File: config.mk
export PLATFORM = sky130hd
export DESIGN_NAME = lc3_ctrl_fsm
export DESIGN_NICKNAME = d
export VERILOG_FILES = /design/src/rtl/lc3_ctrl_fsm.sv
export SDC_FILE = /design/constraint.sdc
export NUM_CORES = 1
export LEC_CHECK = 0
export CAP_MARGIN = 15
export CORE_UTILIZATION = 35
export DETAILED_ROUTE_END_ITERATION = 8
export GPL_ROUTABILITY_DRIVEN = 0
export MAX_ROUTING_LAYER = met4
export PLACE_DENSITY = 0.78
export SETUP_SLACK_MARGIN = 0.3
export SYNTH_ARGS = -nofsm -noshare
export SYNTH_HDL_FRONTEND = slang
export SYNTH_SLANG_ARGS = --single-unit
File: constraint.sdc
create_clock -name clk -period 1.8 [get_ports clk]
set_clock_uncertainty 0.05 [all_clocks]
set_input_delay 0.18 -clock clk [delete_from_list [all_inputs] [get_ports clk]]
set_output_delay 0.18 -clock clk [all_outputs]
set_load 0.1 [all_outputs]
File: src/rtl/lc3_ctrl_fsm.sv
// LC-3 microsequencer: fetch/decode/execute for ADD, AND, NOT, LEA, LD, ST, BR, JSR.
// Every output is combinational from the state and inputs, and is forced to 0 while in reset.
module lc3_ctrl_fsm #(
  parameter int WAIT_LIMIT = 0,
  parameter int WAIT_W     = 8
) (
  input  logic        clk,
  input  logic        rst_n,
  input  logic [15:0] ir,
  input  logic        n,
  input  logic        z,
  input  logic        p,
  input  logic        mem_ready,
  output logic        load_reg,
  output logic        dr_mux,
  output logic        sr1_mux,
  output logic        ld_mar,
  output logic        ld_mdr,
  output logic        ld_ir,
  output logic        ld_pc,
  output logic        ld_cc,
  output logic [2:0]  gate_sel,
  output logic [1:0]  alu_op,
  output logic [1:0]  pc_mux,
  output logic [1:0]  addr2_sel,
  output logic        mdr_sel,
  output logic        mem_en,
  output logic        mem_we,
  output logic        illegal,
  output logic        bus_err,
  output logic [3:0]  state
);

  typedef enum logic [3:0] {
    FETCH0 = 4'd0, FETCH1 = 4'd1, FETCH2 = 4'd2, DECODE = 4'd3,
    ALU    = 4'd4, LEA    = 4'd5, LD0    = 4'd6, LD1    = 4'd7,
    LD2    = 4'd8, ST0    = 4'd9, ST1    = 4'd10, ST2   = 4'd11,
    BR     = 4'd12, JSR   = 4'd13
  } st_t;

  typedef struct packed {
    logic       load_reg, dr_mux, sr1_mux, ld_mar, ld_mdr, ld_ir, ld_pc, ld_cc;
    logic [2:0] gate_sel;
    logic [1:0] alu_op, pc_mux, addr2_sel;
    logic       mdr_sel, mem_en, mem_we, illegal, bus_err;
  } ctl_t;

  st_t              cur, nxt;
  ctl_t             c, o;
  logic [WAIT_W-1:0] cnt;
  logic             wait_st, timeout, taken;
  logic [3:0]       op;

  assign op      = ir[15:12];
  assign wait_st = (cur == FETCH1) || (cur == LD1) || (cur == ST2);
  assign timeout = wait_st && (WAIT_LIMIT != 0) && (cnt == WAIT_W'(WAIT_LIMIT)) && !mem_ready;
  assign taken   = (ir[11] & n) | (ir[10] & z) | (ir[9] & p);

  // Counter restarts on every entry into a wait state, since entry always changes state.
  always_ff @(posedge clk or negedge rst_n) begin
    if (!rst_n) begin
      cur <= FETCH0;
      cnt <= '0;
    end else begin
      cur <= nxt;
      cnt <= (wait_st && nxt == cur) ? cnt + 1'b1 : '0;
    end
  end

  always_comb begin
    nxt = FETCH0;
    case (cur)
      FETCH0: nxt = FETCH1;
      FETCH1: nxt = timeout ? FETCH0 : (mem_ready ? FETCH2 : FETCH1);
      FETCH2: nxt = DECODE;
      DECODE: begin
        case (op)
          4'b0000:                   nxt = BR;
          4'b0001, 4'b0101, 4'b1001: nxt = ALU;
          4'b0010:                   nxt = LD0;
          4'b0011:                   nxt = ST0;
          4'b0100:                   nxt = ir[11] ? JSR : FETCH0;
          4'b1110:                   nxt = LEA;
          default:                   nxt = FETCH0;
        endcase
      end
      LD0:     nxt = LD1;
      LD1:     nxt = timeout ? FETCH0 : (mem_ready ? LD2 : LD1);
      ST0:     nxt = ST1;
      ST1:     nxt = ST2;
      ST2:     nxt = (timeout || mem_ready) ? FETCH0 : ST2;
      default: nxt = FETCH0;
    endcase
  end

  always_comb begin
    c = '0;
    case (cur)
      FETCH0: begin c.gate_sel = 3'd1; c.ld_mar = 1'b1; c.ld_pc = 1'b1; end
      FETCH1, LD1: begin c.mem_en = !timeout; c.ld_mdr = mem_ready; end
      FETCH2: begin c.gate_sel = 3'd2; c.ld_ir = 1'b1; end
      DECODE: c.illegal = !(op inside {4'b0000, 4'b0001, 4'b0101, 4'b1001,
                                       4'b0010, 4'b0011, 4'b1110} ||
                            (op == 4'b0100 && ir[11]));
      ALU: begin
        c.gate_sel = 3'd3; c.sr1_mux = 1'b1; c.load_reg = 1'b1; c.ld_cc = 1'b1;
        c.alu_op = (op == 4'b0101) ? 2'd1 : (op == 4'b1001) ? 2'd2 : 2'd0;
      end
      LEA: begin c.gate_sel = 3'd4; c.addr2_sel = 2'd2; c.load_reg = 1'b1; end
      LD0, ST0: begin c.gate_sel = 3'd4; c.addr2_sel = 2'd2; c.ld_mar = 1'b1; end
      LD2: begin c.gate_sel = 3'd2; c.load_reg = 1'b1; c.ld_cc = 1'b1; end
      ST1: begin
        c.gate_sel = 3'd3; c.alu_op = 2'd3; c.mdr_sel = 1'b1; c.ld_mdr = 1'b1;
      end
      ST2: begin c.mem_en = !timeout; c.mem_we = !timeout; end
      BR: if (taken) begin c.ld_pc = 1'b1; c.pc_mux = 2'd1; c.addr2_sel = 2'd2; end
      JSR: begin
        c.gate_sel = 3'd1; c.load_reg = 1'b1; c.dr_mux = 1'b1;
        c.ld_pc = 1'b1; c.pc_mux = 2'd1; c.addr2_sel = 2'd3;
      end
      default: c = '0;
    endcase
    c.bus_err = timeout;
  end

  assign o         = rst_n ? c : '0;
  assign load_reg  = o.load_reg;
  assign dr_mux    = o.dr_mux;
  assign sr1_mux   = o.sr1_mux;
  assign ld_mar    = o.ld_mar;
  assign ld_mdr    = o.ld_mdr;
  assign ld_ir     = o.ld_ir;
  assign ld_pc     = o.ld_pc;
  assign ld_cc     = o.ld_cc;
  assign gate_sel  = o.gate_sel;
  assign alu_op    = o.alu_op;
  assign pc_mux    = o.pc_mux;
  assign addr2_sel = o.addr2_sel;
  assign mdr_sel   = o.mdr_sel;
  assign mem_en    = o.mem_en;
  assign mem_we    = o.mem_we;
  assign illegal   = o.illegal;
  assign bus_err   = o.bus_err;
  assign state     = cur;

endmodule

==> run metrics, run 1 <==
I/O pin cnt 48; post-CTS sizing 45; I/O Buffers 36; CTS Hold Buffers Added 0; Root Buffer clkbuf_4; yosys warns 0; Synth area leader dfrtp_1; width of the die 47.3 um; Mapped Area roughly 720 sq um; Yosys reg bits 4; asr flop ratio synth 100%; CTS sink cnt 4; syn avg cell area 6.59 sq um; dpl ws -137 ps; run-stopping error [ERROR DPL-0038] Utilization greater than 100%, impossible to legalize; post-detail-place hpwl 2260 um; post-synth top area share between 10 and 15%; Initial Util between 30% and 40%; postcts setup bufs 28; Stop stage 4_1_cts; top cells by area, synth dfrtp_1, a21oi_1, nor3_1; row cnt 16; top_reg_cell synth dfrtp_1; CTS Buf Count 3; share of the yosys chip area belonging to registers between 10% and 20%; outcome did not finish; Post-synth EDFFs 0; H-tree depth 1; Die H 47.3 um; post-synthesis cell count around 110; count of cell types in the netlist 44; Area after DPL around 1600 sq um; largest buffer count on any clock path 2
cells in the mapped netlist, drive strengths merged (2+ instances only):
master / instances
a21oi: 11
nand2b: 7
nor2b: 2
dfrtp: 4
o31ai: 2
nand2: 9
a211oi: 3
inv: 7
nor3: 10
clkbuf: 2
nand3: 2
xnor2: 2
nor2: 11
o21ai: 6
buf: 9
cells by family after synthesis:
kind of cell	after synthesis	share of synthesized area (%)
xor+xnor	3	3.66
flops	4	13.9
other cells	1	0.522
simple gates	45	31.4
buf+inv	18	12.9
compound gates	37	36.2
mux	1	1.39
through the flow:
step / utilization (%) / std cells / hold WS, ps
3_3_place_gp: 83.8 / 179 / 597
2_1_floorplan: - / 110 / -166
3_5_place_dp: 83.8 / 179 / 602
==> inputs of run 2 (changes only) <==
CORE_AREA = 2 2 63 65   (was unset)
CORE_UTILIZATION = unset   (was 35)
DIE_AREA = 0 0 65 67   (was unset)
MAX_ROUTING_LAYER = unset   (was met4)
PLACE_DENSITY = unset   (was 0.78)
PLACE_DENSITY_LB_ADDON = 0.15   (was unset)
SETUP_SLACK_MARGIN = unset   (was 0.3)
==> run metrics, run 2 <==
antenna violations before repair 0; busiest grt layer met2; Yosys reg bits 4; setup ws final -156 ps; fraction of layout cells with a size suffix above 1 around three fifths; total of max-cap violations 0; Vias/cell 4.95; P_int 1.35 mW; violated checks setup timing; Hold Path Class primary input to asynchronous set/reset pin; width of the die 65 um; H-tree depth 1; fin nets 203; first-pass GRT wire length 5190 um; count of cell types in the netlist 44; Post-Layout Cell Count 227; critical path arrival 1730 ps; total power between 3 and 4 mW; Setup crit start kind register; r2r setup slk 150 ps; syn avg cell area 6.59 sq um; Reg-to-Reg End state[3]$_DFF_PN0_; RR Startpoint state[3]$_DFF_PN0_; Core ar. 3610 sq um; commonest non-fill, non-tap cell in the layout buf_4; RSZ-0062 raised after global routing yes; final hold violations 0; post-synthesis cell count 109; outcome complete, but fails checks; top_reg_cell synth dfrtp_1; CTS sink cnt 4; fillers 327; Routed Antenna Nets 0; GRT met1 Usage 18.2%; met2 usage 27.6%; Clock transition at path regs 30 ps; Die ar. 4360 sq um; Comb power frac 85.1%; max reg flops 4; WHS 130 ps; Residual DRC 0; row cnt 22; fin. max-slew vios 0; Data required, critical path between 1500 and 2000 ps; GRT met3 Usage 2.87%; most frequent cell after synthesis a21oi_1; Pre-Repair DR Iteration Count 4; CP endpoint kind output pin; post-detail-place hpwl approximately 2300 um; Die H approximately 67 um; Achievable Freq around 0.51 GHz; switching power 1.72 mW; PD cells 1590 nW/um^2; share of the yosys chip area belonging to registers 13.9%; CP startpoint state[3]$_DFF_PN0_; asr flop ratio synth 100%; Mapped Area about 700 sq um; ANT cells 0; Overflow after GRT 0; I/O Buffers 36; setup TNS -777 ps; part of the power in registers 8.5%; switching share of power 56.0%; vias in the first global route between 1k and 1.5k; post-synth top area share 13.9%; Tcrit/Tclk final 109%; Root Buffer clkbuf_8; area grow syn2layout 168%; Post-synth EDFFs 0; CTS tree built; clk_lat worst skew 220 ps; power share of the clock group 6.3%; Final min period 1960 ps; CP endpoint addr2_sel[1]; Worst Reg-to-Reg Cells 7; CTS Buf Count 3; most frequent cells in the layout buf_4, buf_12, a21oi_1; routed vias approximately 1.1k; Worst IR Drop VDD just under 0.6 mV; I/O pin cnt 48; overall routing resource usage between 10% and 20%; Synth area leader dfrtp_1; DR iter-0 viols 27; Initial Util 19.9%; dpl ws -122 ps; Post-Route WL a little over 3000 um; yosys warns 0; CTS Hold Buffers Added 0; crit path kind register to output pin; largest net degree at the start of global routing 14; top cells by area, synth dfrtp_1, a21oi_1, nor3_1; leakage power 0.779 nW; # setup viols final 9; largest fanout on the critical path 4; WL per Instance 13.7 um; Cell Count Post-Placement between 200 and 250; commonest cells in the netlist a21oi_1, nor2_1, nor3_1; largest buffer count on any clock path 2
==> run 2: area by class of cell <==
cell class | instances | area, sq um | area share [%]
Multi-Input combinational cell | 88 | 762 | 39.5
Sequential cell | 4 | 115 | 5.97
Tap cell | 48 | 60.1 | 3.11
Timing Repair Buffer | 77 | 916 | 47.5
Inverter | 7 | 33.8 | 1.75
Clock buffer | 3 | 41.3 | 2.14
==> run 2: power by group through the flow <==
stage / combinational (mW) / clock, mW / sequential [mW]
3_5_place_dp: 2.18 / 0 / 0.309
2_1_floorplan: 1.34 / 0 / 0.451
3_3_place_gp: 2.17 / 0 / 0.308
5_1_grt: 2.74 / 0.200 / 0.272
4_1_cts: 2.42 / 0.198 / 0.257
6_report: 2.61 / 0.195 / 0.263
==> run 2: how the worst min path moves through the flow <==
stage	startpoint	endpoint	depth (start not counted)
after floorplan	rst_n	state[0]$_DFF_PN0_	0
after global placement	state[2]$_DFF_PN0_	state[1]$_DFF_PN0_	1
after detailed placement	rst_n	state[3]$_DFF_PN0_	2
after CTS	rst_n	state[3]$_DFF_PN0_	2
after global routing	rst_n	state[3]$_DFF_PN0_	2
final	rst_n	state[3]$_DFF_PN0_	2
==> run 2: cell families (layout without fill, tap and decap cells) <==
logic type,count (synthesis),in the layout,share of synthesized area [%]
other,1,2,0.522
buffers and inverters,18,87,12.9
and+or+nand+nor,45,45,31.4
xor gates and xnor gates,3,3,3.66
DFF,4,4,13.9
AOI/OAI and AO/OA,37,37,36.2
muxes,1,1,1.39
==> run 2: worst max-delay path: stages, from the launching register on <==
cell     delay, ps
dfrtp_4        490
buf_4          160
nor2_4         170
buf_6          130
nor2_1          50
o31a_4         340
buf_12         170
==> run 2: what timing repair did <==
action,4_1_cts,5_1_grt
pin swaps,8,9
gates resized for setup,9,10
buffers inserted,11,8
endpoints found under the setup margin,12,13
==> run 2: layer usage <==
metal	vias to the layer above	routed length [um]
li1	533	-
met4	0	55
met3	6	205
met2	48	1640
met1	536	1210
met5	-	0
==> run 2: through the flow <==
stage               utilization (%)  instance area (sq um)
floorplan                         -                    965
global placement               46.8                   1690
detailed placement             46.8                   1690
CTS                            50.6                   1820
global route                   53.5                   1930
finish                         53.5                   1930
Power figures use the tool's default switching activity.
